`src/rtl/tob_builder_if.sv`:
```
// rtl/tob_builder_if.sv - L1 update stream bundle between the feed decoder and tob_builder.
interface tob_builder_if #(
  parameter int PX_W  = 32,
  parameter int QTY_W = 64
) ();
  logic             upd_valid;
  logic             upd_ready;
  logic             upd_side;
  logic [PX_W-1:0]  upd_px;
  logic [QTY_W-1:0] upd_qty;
  logic [31:0]      upd_seq;
  logic             upd_snap;

  modport master (output upd_valid, upd_side, upd_px, upd_qty, upd_seq, upd_snap, input upd_ready);
  modport slave  (input upd_valid, upd_side, upd_px, upd_qty, upd_seq, upd_snap, output upd_ready);
endinterface

```
`src/rtl/tob_builder.sv`:
```
// rtl/tob_builder.sv - top-of-book builder with crossed/stale detection.
// Optional sequence-gap checking and snapshot resync under `TOB_SEQ_CHECK_EN.
module tob_builder #(
  parameter int PX_W         = 32,
  parameter int QTY_W        = 64,
  parameter int STALE_CYCLES = 1024
) (
  input  logic             clk,
  input  logic             rst_n,
  tob_builder_if.slave     upd,
  output logic [PX_W-1:0]  best_bid_px,
  output logic [PX_W-1:0]  best_ask_px,
  output logic [QTY_W-1:0] best_bid_qty,
  output logic [QTY_W-1:0] best_ask_qty,
  output logic             valid_book,
  output logic [1:0]       book_state,
  output logic             stale,
  output logic             gap_err
);

  typedef enum logic [1:0] {
    ST_EMPTY   = 2'b00,
    ST_LIVE    = 2'b01,
    ST_CROSSED = 2'b10,
    ST_RESYNC  = 2'b11
  } state_t;

`ifdef TOB_SEQ_CHECK_EN
  localparam state_t RST_STATE = ST_RESYNC;
`else
  localparam state_t RST_STATE = ST_EMPTY;
`endif

  localparam int CNT_W = $clog2(STALE_CYCLES + 1);
  localparam logic [CNT_W-1:0] CNT_MAX = CNT_W'(STALE_CYCLES);

  state_t state, state_nxt;

  logic             ready;
  logic             p_valid;
  logic             p_side;
  logic [PX_W-1:0]  p_px;
  logic [QTY_W-1:0] p_qty;
  logic             bid_ok, ask_ok;
  logic             n_bid_ok, n_ask_ok;
  logic [PX_W-1:0]  n_bid_px, n_ask_px;
  logic [QTY_W-1:0] n_bid_qty, n_ask_qty;
  logic             apply, gap, changed;
  logic             valid_nxt, gap_nxt;
  logic [CNT_W-1:0] stale_cnt;

`ifdef TOB_SEQ_CHECK_EN
  logic [31:0] p_seq;
  logic        p_snap;
  logic [31:0] last_seq;
`else
  logic unused_seq;
  assign unused_seq = ^{upd.upd_seq, upd.upd_snap};
`endif

  assign upd.upd_ready = ready;

  // Accepted updates are registered first and applied one edge later.
  always_ff @(posedge clk or negedge rst_n) begin
    if (!rst_n) begin
      ready   <= 1'b0;
      p_valid <= 1'b0;
      p_side  <= 1'b0;
      p_px    <= '0;
      p_qty   <= '0;
`ifdef TOB_SEQ_CHECK_EN
      p_seq   <= '0;
      p_snap  <= 1'b0;
`endif
    end else begin
      ready   <= 1'b1;
      p_valid <= upd.upd_valid & ready;
      if (upd.upd_valid && ready) begin
        p_side <= upd.upd_side;
        p_px   <= upd.upd_px;
        p_qty  <= upd.upd_qty;
`ifdef TOB_SEQ_CHECK_EN
        p_seq  <= upd.upd_seq;
        p_snap <= upd.upd_snap;
`endif
      end
    end
  end

  always_comb begin
    gap   = 1'b0;
    apply = p_valid;
`ifdef TOB_SEQ_CHECK_EN
    if (p_valid && !p_snap) begin
      if (state == ST_RESYNC) begin
        apply = 1'b0;
      end else if (p_seq != last_seq + 32'd1) begin
        apply = 1'b0;
        gap   = 1'b1;
      end
    end
`endif
  end

  // Candidate book after this edge; a gap keeps prices but forgets both sides.
  always_comb begin
    n_bid_px  = best_bid_px;
    n_ask_px  = best_ask_px;
    n_bid_qty = best_bid_qty;
    n_ask_qty = best_ask_qty;
    n_bid_ok  = bid_ok;
    n_ask_ok  = ask_ok;
    if (gap) begin
      n_bid_ok = 1'b0;
      n_ask_ok = 1'b0;
    end else if (apply) begin
      if (!p_side) begin
        n_bid_ok  = (p_qty != '0);
        n_bid_px  = n_bid_ok ? p_px : '0;
        n_bid_qty = n_bid_ok ? p_qty : '0;
      end else begin
        n_ask_ok  = (p_qty != '0);
        n_ask_px  = n_ask_ok ? p_px : '0;
        n_ask_qty = n_ask_ok ? p_qty : '0;
      end
    end
    changed = p_side ? ((n_ask_px != best_ask_px) || (n_ask_qty != best_ask_qty))
                     : ((n_bid_px != best_bid_px) || (n_bid_qty != best_bid_qty));
  end

  always_ff @(posedge clk or negedge rst_n) begin
    if (!rst_n) begin
      state <= RST_STATE;
    end else begin
      state <= state_nxt;
    end
  end

  always_comb begin
    state_nxt = state;
    if (gap) begin
      state_nxt = ST_RESYNC;
    end else if (apply) begin
      if (!n_bid_ok || !n_ask_ok) begin
        state_nxt = ST_EMPTY;
      end else if (n_bid_px >= n_ask_px) begin
        state_nxt = ST_CROSSED;
      end else begin
        state_nxt = ST_LIVE;
      end
    end
  end

  always_comb begin
    valid_nxt  = apply && (state_nxt == ST_LIVE) && (changed || (state != ST_LIVE));
    gap_nxt    = gap;
    book_state = state;
  end

  always_ff @(posedge clk or negedge rst_n) begin
    if (!rst_n) begin
      best_bid_px  <= '0;
      best_ask_px  <= '0;
      best_bid_qty <= '0;
      best_ask_qty <= '0;
      bid_ok       <= 1'b0;
      ask_ok       <= 1'b0;
      valid_book   <= 1'b0;
      gap_err      <= 1'b0;
    end else begin
      best_bid_px  <= n_bid_px;
      best_ask_px  <= n_ask_px;
      best_bid_qty <= n_bid_qty;
      best_ask_qty <= n_ask_qty;
      bid_ok       <= n_bid_ok;
      ask_ok       <= n_ask_ok;
      valid_book   <= valid_nxt;
      gap_err      <= gap_nxt;
    end
  end

`ifdef TOB_SEQ_CHECK_EN
  always_ff @(posedge clk or negedge rst_n) begin
    if (!rst_n) begin
      last_seq <= '0;
    end else if (apply) begin
      last_seq <= p_seq;
    end
  end
`endif

  // Dropped updates in RESYNC still count as feed activity.
  always_ff @(posedge clk or negedge rst_n) begin
    if (!rst_n) begin
      stale_cnt <= '0;
    end else if (p_valid) begin
      stale_cnt <= '0;
    end else if (stale_cnt != CNT_MAX) begin
      stale_cnt <= stale_cnt + CNT_W'(1);
    end
  end

  assign stale = (stale_cnt == CNT_MAX);

endmodule

```
`src/flat_wrapper.sv`:
```
// flat-port wrapper written by rule: the top's interface ports become plain ports
module tob_builder_flat 
#(
  parameter int PX_W         = 32,
  parameter int QTY_W        = 64,
  parameter int STALE_CYCLES = 1024
)
  (clk, rst_n, best_bid_px, best_ask_px, best_bid_qty, best_ask_qty, valid_book, book_state, stale, gap_err, upd_upd_valid, upd_upd_side, upd_upd_px, upd_upd_qty, upd_upd_seq, upd_upd_snap, upd_upd_ready);
  tob_builder_if #(.PX_W(PX_W), .QTY_W(QTY_W)) upd_i ();
  input  logic clk;
  input  logic rst_n;
  output logic [PX_W-1:0] best_bid_px;
  output logic [PX_W-1:0] best_ask_px;
  output logic [QTY_W-1:0] best_bid_qty;
  output logic [QTY_W-1:0] best_ask_qty;
  output logic valid_book;
  output logic [1:0] book_state;
  output logic stale;
  output logic gap_err;
  input wire logic [$bits(upd_i.upd_valid)-1:0] upd_upd_valid;
  input wire logic [$bits(upd_i.upd_side)-1:0] upd_upd_side;
  input wire logic [$bits(upd_i.upd_px)-1:0] upd_upd_px;
  input wire logic [$bits(upd_i.upd_qty)-1:0] upd_upd_qty;
  input wire logic [$bits(upd_i.upd_seq)-1:0] upd_upd_seq;
  input wire logic [$bits(upd_i.upd_snap)-1:0] upd_upd_snap;
  output wire logic [$bits(upd_i.upd_ready)-1:0] upd_upd_ready;
  assign upd_i.upd_valid = upd_upd_valid;
  assign upd_i.upd_side = upd_upd_side;
  assign upd_i.upd_px = upd_upd_px;
  assign upd_i.upd_qty = upd_upd_qty;
  assign upd_i.upd_seq = upd_upd_seq;
  assign upd_i.upd_snap = upd_upd_snap;
  assign upd_upd_ready = upd_i.upd_ready;
  tob_builder #(.PX_W(PX_W), .QTY_W(QTY_W), .STALE_CYCLES(STALE_CYCLES)) u_core (.clk(clk), .rst_n(rst_n), .upd(upd_i), .best_bid_px(best_bid_px), .best_ask_px(best_ask_px), .best_bid_qty(best_bid_qty), .best_ask_qty(best_ask_qty), .valid_book(valid_book), .book_state(book_state), .stale(stale), .gap_err(gap_err));
endmodule
```
`config.mk`:
```
export PLATFORM = sky130hd
export DESIGN_NAME = tob_builder_flat
export DESIGN_NICKNAME = d
export VERILOG_FILES = /design/src/rtl/tob_builder_if.sv /design/src/rtl/tob_builder.sv /design/src/flat_wrapper.sv
export SDC_FILE = /design/constraint.sdc
export NUM_CORES = 1
export LEC_CHECK = 0
export ABC_AREA = 1
export BUFFER_PORTS_ARGS = -buffer_cell sky130_fd_sc_hd__buf_2
export CORE_MARGIN = 2
export CORE_UTILIZATION = 45
export DETAILED_ROUTE_END_ITERATION = 7
export GPL_ROUTABILITY_DRIVEN = 1
export PLACE_DENSITY = 0.68
export SETUP_SLACK_MARGIN = 0.4
export SKIP_CTS_REPAIR_TIMING = 1
export SYNTH_ARGS = -nofsm -noshare
export SYNTH_HDL_FRONTEND = slang
export SYNTH_SLANG_ARGS = --single-unit
```
`constraint.sdc`:
```
create_clock -name clk -period 5.7 [get_ports clk]
set_clock_uncertainty 0.15 [all_clocks]
set_input_delay 0.855 -clock clk [delete_from_list [all_inputs] [get_ports clk]]
set_output_delay 0.855 -clock clk [all_outputs]
set_load 0.02 [all_outputs]
```
# Word level (Yosys, flattened, before mapping)
# Cells that the tools add are included.
# totals
register_bits	307
latchBits	0
mem_bits_rw	0
romBits	0
in_bits	133
output_inout_bits	198
word_cells	56
memories	0
# op_classes
addsub	1
multipliers	0
div_mod_pow	0
n_lt_le_gt_ge	1
eq_ne	8
shifts	0
mux	20
bitwise_logic	1
n_reduce_logical	11
# op_table
op	n
$mux 64	5
$mux 32	5
$ne 64x64->1	2
$ne 32x32->1	2
$reduce_bool 64->1	1
$ge 32x32->1	1
$mux 11	2
$add 11x1->11 const B	1
$eq 11x11->1 const B	1
$ne 11x11->1 const B	1
$mux 2	3
$mux 1	5
$logic_or 1x1->1	4
$logic_and 1x1->1	3
$eq 2x1->1 const B	1
$logic_not 1->1	2
$ne 2x1->1 const B	1
$reduce_bool 2->1	1
$and 1x1->1	1

# Logic depth before layout (Yosys ltp)
# Gate-level depths: netlist (run 1).
# logic_depth
ltp_word	11
depth_mapped	27
ltp_nobuf	26

# Worst setup path after synthesis (run 1)
# Ideal clock, no wire load.
# synth_path
path_kind	reg-to-reg
startpoint	register u_core.p_qty[63]
endpoint	register u_core.valid_book
setup_ps	78
arrival_time_ps	2911
required_ps	5472
slack_ps	2562
path_stages_with_launch	23
n_path_buf	4
synth_period_minus_slack_ps	3138
cell_sequence	dfrtp_1 > nor2_1 > nand2_1 > nor2_1 > nand2_1 > nor2_1 > nand2_1 > buf_2 > buf_6 > nand2_1 > buf_2 > buf_2 > o22ai_1 > ha_1 > a21oi_1 > o21ai_0 > nand3_1 > nand2_1 > nand2_1 > a21oi_1 > a211oi_1 > nand3_1 > a21oi_1
# synth_between
elab_chain_len	11
word_cells_on_any_way	33
cone_classes	order compare: 1; eq/ne: 5; mux: 18; reduce/logical: 9
# synth_lines
element	line_no	text
start: declaration	tob_builder.sv:43	logic [QTY_W-1:0] p_qty;
start signal: assignment	tob_builder.sv:81	p_qty <= upd.upd_qty;
$reduce_bool 64->1 *	tob_builder.sv:118	n_bid_ok = (p_qty != '0);
$mux 32 *	tob_builder.sv:119	n_bid_px = n_bid_ok ? p_px : '0;
$mux 32 *	tob_builder.sv:117	if (!p_side) begin
$mux 32 *	tob_builder.sv:116	end else if (apply) begin
net u_core.n_bid_px[19]	tob_builder.sv:46	logic [PX_W-1:0] n_bid_px, n_ask_px;
$ge 32x32->1	tob_builder.sv:146	end else if (n_bid_px >= n_ask_px) begin
$mux 2	tob_builder.sv:146	
$mux 2	tob_builder.sv:144	if (!n_bid_ok || !n_ask_ok) begin
$mux 2	tob_builder.sv:143	end else if (apply) begin
$eq 2x1->1	tob_builder.sv:155	valid_nxt = apply && (state_nxt == ST_LIVE) && (changed || (state != ST_LIVE));
$logic_and 1x1->1	tob_builder.sv:155	
$logic_and 1x1->1 *	tob_builder.sv:155	
net u_core.valid_nxt	tob_builder.sv:49	logic valid_nxt, gap_nxt;
end signal: assignment	tob_builder.sv:177	valid_book <= valid_nxt;
end: declaration	tob_builder.sv:15	output logic valid_book,
# Mark *: on every way through the listed nets, which the timed path passes. The rest lies on a longest branch.
# A chain may end at the register's enable or synchronous reset.

# Final worst setup path (run 1)
# layout_path
startpoint	register u_core.p_valid, in the netlist u_core.apply
endpoint	register u_core.valid_book
# layout_between
elab_chain_len	8
word_cells_on_any_way	24
cone_classes	order compare: 1; eq/ne: 5; mux: 10; reduce/logical: 8
# layout_lines
element	line_no	text
start: declaration	tob_builder.sv:40	logic p_valid;
start signal: assignment	tob_builder.sv:77	p_valid <= upd.upd_valid & ready;
$mux 32 *	tob_builder.sv:116	
net u_core.n_bid_px[17]	tob_builder.sv:46	
$ge 32x32->1	tob_builder.sv:146	
$mux 2	tob_builder.sv:146	
$mux 2	tob_builder.sv:144	
$mux 2	tob_builder.sv:143	
$eq 2x1->1	tob_builder.sv:155	
$logic_and 1x1->1	tob_builder.sv:155	
$logic_and 1x1->1 *	tob_builder.sv:155	
net u_core.valid_nxt	tob_builder.sv:49	
# Marked as above.

==> results of run 1 <==
## Yosys cell counts, drive strengths merged
cell / count
nor4: 22
o21a: 2
nor3: 35
o221a: 1
buf: 53
nand4: 44
o21ai: 240
o22ai: 31
ha: 33
a2111oi: 1
nand3: 169
dfrtp: 307
a21oi: 53
a221oi: 1
a211oi: 4
nand2: 542
clkbuf: 42
a31oi: 1
a22oi: 1
conb: 2
o2111ai: 16
nor2: 192
nand3b: 9
o31ai: 2
o21bai: 1
xor2: 16
inv: 283
## power breakdown
group	internal (mW)	switching, mW	leakage (nW)	total [mW]
registers	2.62	0.425	3.87	3.05
clock network	1.46	0.931	0.594	2.39
logic	0.807	1.76	5.40	2.56
total	4.89	3.11	9.86	8.00
## cell type report
cell class	count	share of cell area (%)
clock inverter	8	0.6744
timing repair buffer	311	8.608
tap	455	3.008
inverter	283	5.626
clock buffer	53	5.752
sequential	307	40.60
multi-input combinational	1418	35.74
## per-layer routing
layer	part of all wire, %	routed length, um	global-route usage (%)
met5	0	0	0
met2	45	23950	44.88
met1	42	22280	38.69
met3	9.5	5111	7.711
met4	4.2	2271	11.45
## flip-flops by register name (all words and copies together), names as in the netlist, 2 cells and up
| name | count |
|---|---|
| u_core.p_px | 32 |
| u_core.best_bid_qty | 64 |
| u_core.best_ask_px | 32 |
| u_core.best_bid_px | 32 |
| u_core.best_ask_qty | 64 |
| u_core.stale_cnt | 11 |
| u_core.book_state | 2 |
| u_core.p_qty | 64 |
## through the flow
step	cells	hold slack, ns	util, %
floorplan	2103	0.2954	-
global placement	2774	0.3150	51.01
detailed placement	2774	0.3273	51.01
CTS	2835	0.2645	54.52
global route	2835	0.2722	54.52
finish	2835	0.2384	54.52
## cells in the final DEF, fill, tap and decap left out, types with 35 or more instances in the layout
cell / count
nand2_1: 540
dfrtp_1: 307
buf_2: 295
inv_1: 279
o21ai_0: 221
nor2_1: 191
nand3_1: 169
a21oi_1: 53
nand4_1: 44
clkbuf_16: 39
nor3_1: 35
## critical path: stages, from the launching register on
cell	delay [ns]
dfrtp_1	0.60
inv_2	0.22
nor2_8	0.50
buf_4	0.69
o22ai_1	0.20
ha_1	0.34
a21oi_1	0.15
o21ai_0	0.12
nand3_1	0.08
nand2_1	0.05
nand2_1	0.06
a21oi_1	0.07
a211oi_1	0.55
nand3_1	0.21
a21oi_1	0.17
## cells by family (layout without fill, tap and decap cells)
family | after synthesis | in the layout
flops | 307 | 307
xor+xnor | 16 | 16
simple gates | 1013 | 1013
compound gates | 354 | 354
fa+ha+maj | 33 | 33
buf+inv | 378 | 655
other cells | 2 | 2
## worst paths after layout
path,from,end,slack [ns],depth (start not counted)
setup / recovery,u_core.apply,u_core.valid_book,1.42,14
hold / removal,rst_n,u_core.best_bid_qty[21],0.24,1
setup reg to reg,u_core.apply,u_core.valid_book,1.42,14
hold reg to reg,u_core.bid_ok,u_core.bid_ok,0.35,2
max in group asynchronous,rst_n,u_core.best_ask_qty[59],3.88,2
min in group clk,u_core.bid_ok,u_core.bid_ok,0.35,2
==> results.sh, run 1 <==
export IMPL_cts_root_buf="clkbuf_16"
export IMPL_worst_slew_pin_slew_ns=1.040
export IMPL_synth_area_leaders="dfrtp_1 (48%), nand2_1 (13%), o21ai_0 (6.9%)"
export IMPL_clockBufferDepth=3
export IMPL_clk_insertion_delay_late_ns=0.52
export IMPL_ant_nets=0
export IMPL_grt_max_degree=162
export IMPL_multi_input_comb_area_mm2=0.006763
export IMPL_worstSetupPathType="reg2reg"
export IMPL_routedWlPerCell_um=18.91
export IMPL_end_kind="flop"
export IMPL_ir_drop_uv=260.9
export IMPL_io_buffer_count=296
export IMPL_numCtsBuffers=37
export IMPL_synth_fa_ha_area_share_pct=2.593
export IMPL_crit_required_ns=5.99
export IMPL_avgSynthCellArea_um2=7.571
export IMPL_syn2layout_area_growth_pct=18.85
export IMPL_core_mm2=0.03471
export IMPL_hold_class="in2async"
export IMPL_die_area_mm2=0.03690
export IMPL_final_max_slew_violation_count=0
export IMPL_regArea_mm2=0.007682
export IMPL_synth_top_family_by_area="simple AND/OR/NAND/NOR gates"
export IMPL_fp_dieH_um=192.1
export IMPL_muxShareOfSynthArea_pct=0
export IMPL_finalCritPeriodShare_pct=75.01
export IMPL_synth_compound_area_share_pct=12.00
export IMPL_fmax_ghz=0.2339
export IMPL_routed_wl_um=53610
export IMPL_power_leakage_nw=9.863
export IMPL_post_dp_cell_area_mm2=0.01771
export IMPL_finalPower_mw=8.002
export IMPL_clock_sinks=307
export IMPL_synth_xor_area_share_pct=0.8801
export IMPL_setup_viol=0
export IMPL_synth_largest_area_cell="dfrtp_1"
export IMPL_htree_levels=2
export IMPL_outcome="complete, no violations"
export IMPL_placementRows=68
export IMPL_io_pins=331
export IMPL_overflow=0
export IMPL_path_max_fanout=72
export IMPL_synthSimpleGateAreaFrac_pct=26.88
export IMPL_vias=15370
export IMPL_first_pass_iters=6
export IMPL_fin_nets=2524
export IMPL_cts_tree="done"
export IMPL_start_util_pct=45.87
export IMPL_synth_top_area_share_pct=48.25
export IMPL_tns_ns=0
export IMPL_ys_warn_count=0
export IMPL_hpwl_um=39700
export IMPL_post_route_min_period_ns=4.276
export IMPL_path_clk_slew_ns=0.06
export IMPL_arrival_ns=4.56
export IMPL_preCtsSetupSlack_ns=1.520
export IMPL_track_usage_pct=28.96
export IMPL_cp_start_kind="flop"
export IMPL_powerDensity_mw_per_mm2=422.8
export IMPL_place_congestion=0.9467
export IMPL_cap_violations=0
export IMPL_synth_distinct_cells=34
export IMPL_drive_gt1_share_pct=15.63
export IMPL_rsz0062_at_grt="false"
export IMPL_final_area_mm2=0.01892
export IMPL_drc=0
export IMPL_avgViaCountPerCell=5.422
export IMPL_antenna_found_initial=0
export IMPL_syn_nets=2269
export IMPL_n_antenna_cell=0
export IMPL_relSlewSlack_pct=30.69
export IMPL_netlist_area_mm2=0.01592
export IMPL_final_setup_worst_slack_ns=1.424
export IMPL_die_w_um=192.1
export IMPL_first_iter_violations=1278
export IMPL_synthCells=2103
export IMPL_synth_seq_cells=307
export IMPL_fill_cells=3329
export IMPL_finalHoldViolCount=0
export IMPL_ys_seq_area_share_pct=48.25
export IMPL_grt_pass1_wl_um=81070
export IMPL_grt_pass1_vias=14490
Note: power is estimated with default switching activity, not from simulation.
==> inputs of run 2 (changes only) <==
- clock period: 5.7 -> 4.04 ns (I/O delays scaled with it)
==> run 2 against run 1 <==
Net effect: non-clock buffer count is 17 higher; clock power up 36%; power grew 40%; utilization rose by 0.74 points; clock-buffer cell count stayed put; routed wire length up 0.15%; fmax grew 27%; cell count rose by 0.63%; critical endpoint is now u_core.book_state[0].
==> results.sh, run 2 (synthesis gave the netlist of run 1 again) <==
export IMPL_outcome="complete, no violations"
export IMPL_power_leakage_nw=10.00
export IMPL_routed_wl_um=53690
export IMPL_slowest_stage="dfrtp_1"
export IMPL_worstPathCellList="nor2_1, buf_4, nand2_1, nor2_1, nand2_1, nor2_4, nand2_4, buf_4, nand2_1, nor2_1, a21oi_1, ha_1, nand2_1, nor2_2, nand4_1, nor4_2, buf_4, nand2_1, nand3_1, o21ai_0"
export IMPL_fmax_ghz=0.2973
export IMPL_path_clk_slew_ns=0.06
export IMPL_post_route_min_period_ns=3.364
export IMPL_placementRows=68
export IMPL_fill_cells=3252
export IMPL_first_pass_iters=6
export IMPL_clockBufferDepth=3
export IMPL_grt_pass1_vias=14390
export IMPL_seq_power_share_pct=38.5
export IMPL_cap_violations=0
export IMPL_holdWs_ns=0.1422
export IMPL_end_kind="flop"
export IMPL_grt_max_degree=90
export IMPL_fin_nets=2539
export IMPL_drive_gt1_share_pct=16.64
export IMPL_final_common_cell="nand2_1"
export IMPL_worstSetupPathType="reg2reg"
export IMPL_tns_ns=0
export IMPL_fp_dieH_um=192.1
export IMPL_n_antenna_cell=0
export IMPL_final_area_mm2=0.01918
export IMPL_setup_viol=0
export IMPL_numCtsBuffers=35
export IMPL_syn2layout_area_growth_pct=20.46
export IMPL_ir_drop_uv=293.2
export IMPL_finalCritPeriodShare_pct=83.26
export IMPL_path_buf_inv=3
export IMPL_p_int_mw=6.844
export IMPL_path_max_fanout=20
export IMPL_final_setup_worst_slack_ns=0.6764
export IMPL_htree_levels=2
export IMPL_post_dp_cell_area_mm2=0.01792
export IMPL_cts_root_buf="clkbuf_16"
export IMPL_arrival_ns=3.60
export IMPL_crit_required_ns=4.27
export IMPL_die_area_mm2=0.03690
export IMPL_first_iter_violations=1411
export IMPL_place_congestion=0.9337
export IMPL_io_buffer_count=296
export IMPL_finalHoldViolCount=0
export IMPL_largest_registers="u_core.best_ask_qty (64), u_core.best_bid_qty (64), u_core.p_qty (64)"
export IMPL_relSlewSlack_pct=41.63
export IMPL_clk_insertion_delay_late_ns=0.52
export IMPL_start_util_pct=45.87
export IMPL_core_mm2=0.03471
export IMPL_rsz0062_at_grt="false"
export IMPL_swShare_pct=39.01
export IMPL_preCtsSetupSlack_ns=0.4427
export IMPL_final_max_slew_violation_count=0
export IMPL_cts_tree="done"
export IMPL_crit_top_cell="nand2_1"
export IMPL_overflow=0
export IMPL_ant_nets=0
export IMPL_hpwl_um=40320
export IMPL_drc=0
export IMPL_grt_pass1_wl_um=81250
export IMPL_antenna_found_initial=1
export IMPL_comb_power_share_pct=32.5
export IMPL_clock_sinks=307
export IMPL_die_w_um=192.1
export IMPL_worst_slew_pin_slew_ns=0.8534
export IMPL_vias=15420
export IMPL_cp_start_kind="flop"
export IMPL_pwr_share_clk_pct=29.0
export IMPL_routedWlPerCell_um=18.82
export IMPL_slowest_delay_ns=0.39
export IMPL_avgViaCountPerCell=5.403
export IMPL_io_pins=331
export IMPL_final_cell_mix="nand2_1 (540), dfrtp_1 (306), buf_2 (295)"
export IMPL_switchingPower_mw=4.378
export IMPL_powerDensity_mw_per_mm2=585.0
export IMPL_critical_path_top_delay_family="simple AND/OR/NAND/NOR gates"
export IMPL_hold_class="in2reg"
export IMPL_track_usage_pct=29.06
==> run 2: changes by cell type in the layout (fill, tap and decap cells not counted), sizes merged <==
cell         change
buf             +16
dlygate4sd3      +1
bufinv           -1
clkinv           +5
clkinvlp         -1
inv              -2
==> run 2: final timing paths <==
path / slack [ns] / start / endpoint / depth (start not counted)
worst max-delay path: 0.68 / u_core.p_qty[1] / u_core.book_state[0] / 20
worst min-delay path: 0.14 / upd_upd_px[3] / u_core.p_px[3] / 3
worst max register to register: 0.68 / u_core.p_qty[1] / u_core.book_state[0] / 20
worst min register to register: 0.34 / u_core.bid_ok / u_core.bid_ok / 2
max in group asynchronous: 2.24 / rst_n / u_core.best_bid_qty[43] / 3
min in group asynchronous: 0.54 / rst_n / u_core.best_bid_qty[23] / 2
==> run 2: metrics by stage <==
stage,std cells,util (%),total power [mW]
2_1_floorplan,2103,-,6.486
3_3_place_gp,2787,51.62,7.853
3_5_place_dp,2787,51.62,7.947
4_1_cts,2849,54.99,11.22
5_1_grt,2853,55.26,11.90
6_report,2853,55.26,11.22
==> run 2: per-layer routing <==
| layer | share of wire [%] | global-route usage, % | routed length (um) |
|---|---|---|---|
| met4 | 4.0 | 11.54 | 2138 |
| met1 | 42 | 39.63 | 22340 |
| met5 | 0.10 | 1.236 | 55 |
| met3 | 9.0 | 5.938 | 4843 |
| met2 | 45 | 45.31 | 24320 |
==> run 2: cell type report <==
class / count / area [um2] / area share [%]
clock buffer: 53 / 1076 / 5.610
timing repair buffer: 328 / 1884 / 9.824
sequential: 307 / 7684 / 40.06
inverter: 283 / 1065 / 5.551
clock inverter: 9 / 95.09 / 0.4958
tap: 455 / 569.3 / 2.968
multi-input combinational: 1418 / 6808 / 35.49
==> run 2: worst register-to-register path, delay by kind of cell, from the launching register on <==
| kind | cells | cell delay, ns |
|---|---|---|
| flip-flops | 1 | 0.39 |
| AND/OR/NAND/NOR | 14 | 1.64 |
| adder cells (fa/ha/maj) | 1 | 0.18 |
| AO/OA/AOI/OAI | 2 | 0.32 |
| buffers and inverters | 3 | 0.56 |
==> run 2: power by group through the flow <==
| stage | registers, mW | logic, mW | clock network [mW] |
|---|---|---|---|
| floorplan | 4.82 | 1.67 | 0 |
| global placement | 4.31 | 3.54 | 0 |
| detailed placement | 4.35 | 3.60 | 0 |
| CTS | 4.30 | 3.62 | 3.30 |
| global route | 4.41 | 4.05 | 3.44 |
| finish | 4.32 | 3.65 | 3.25 |
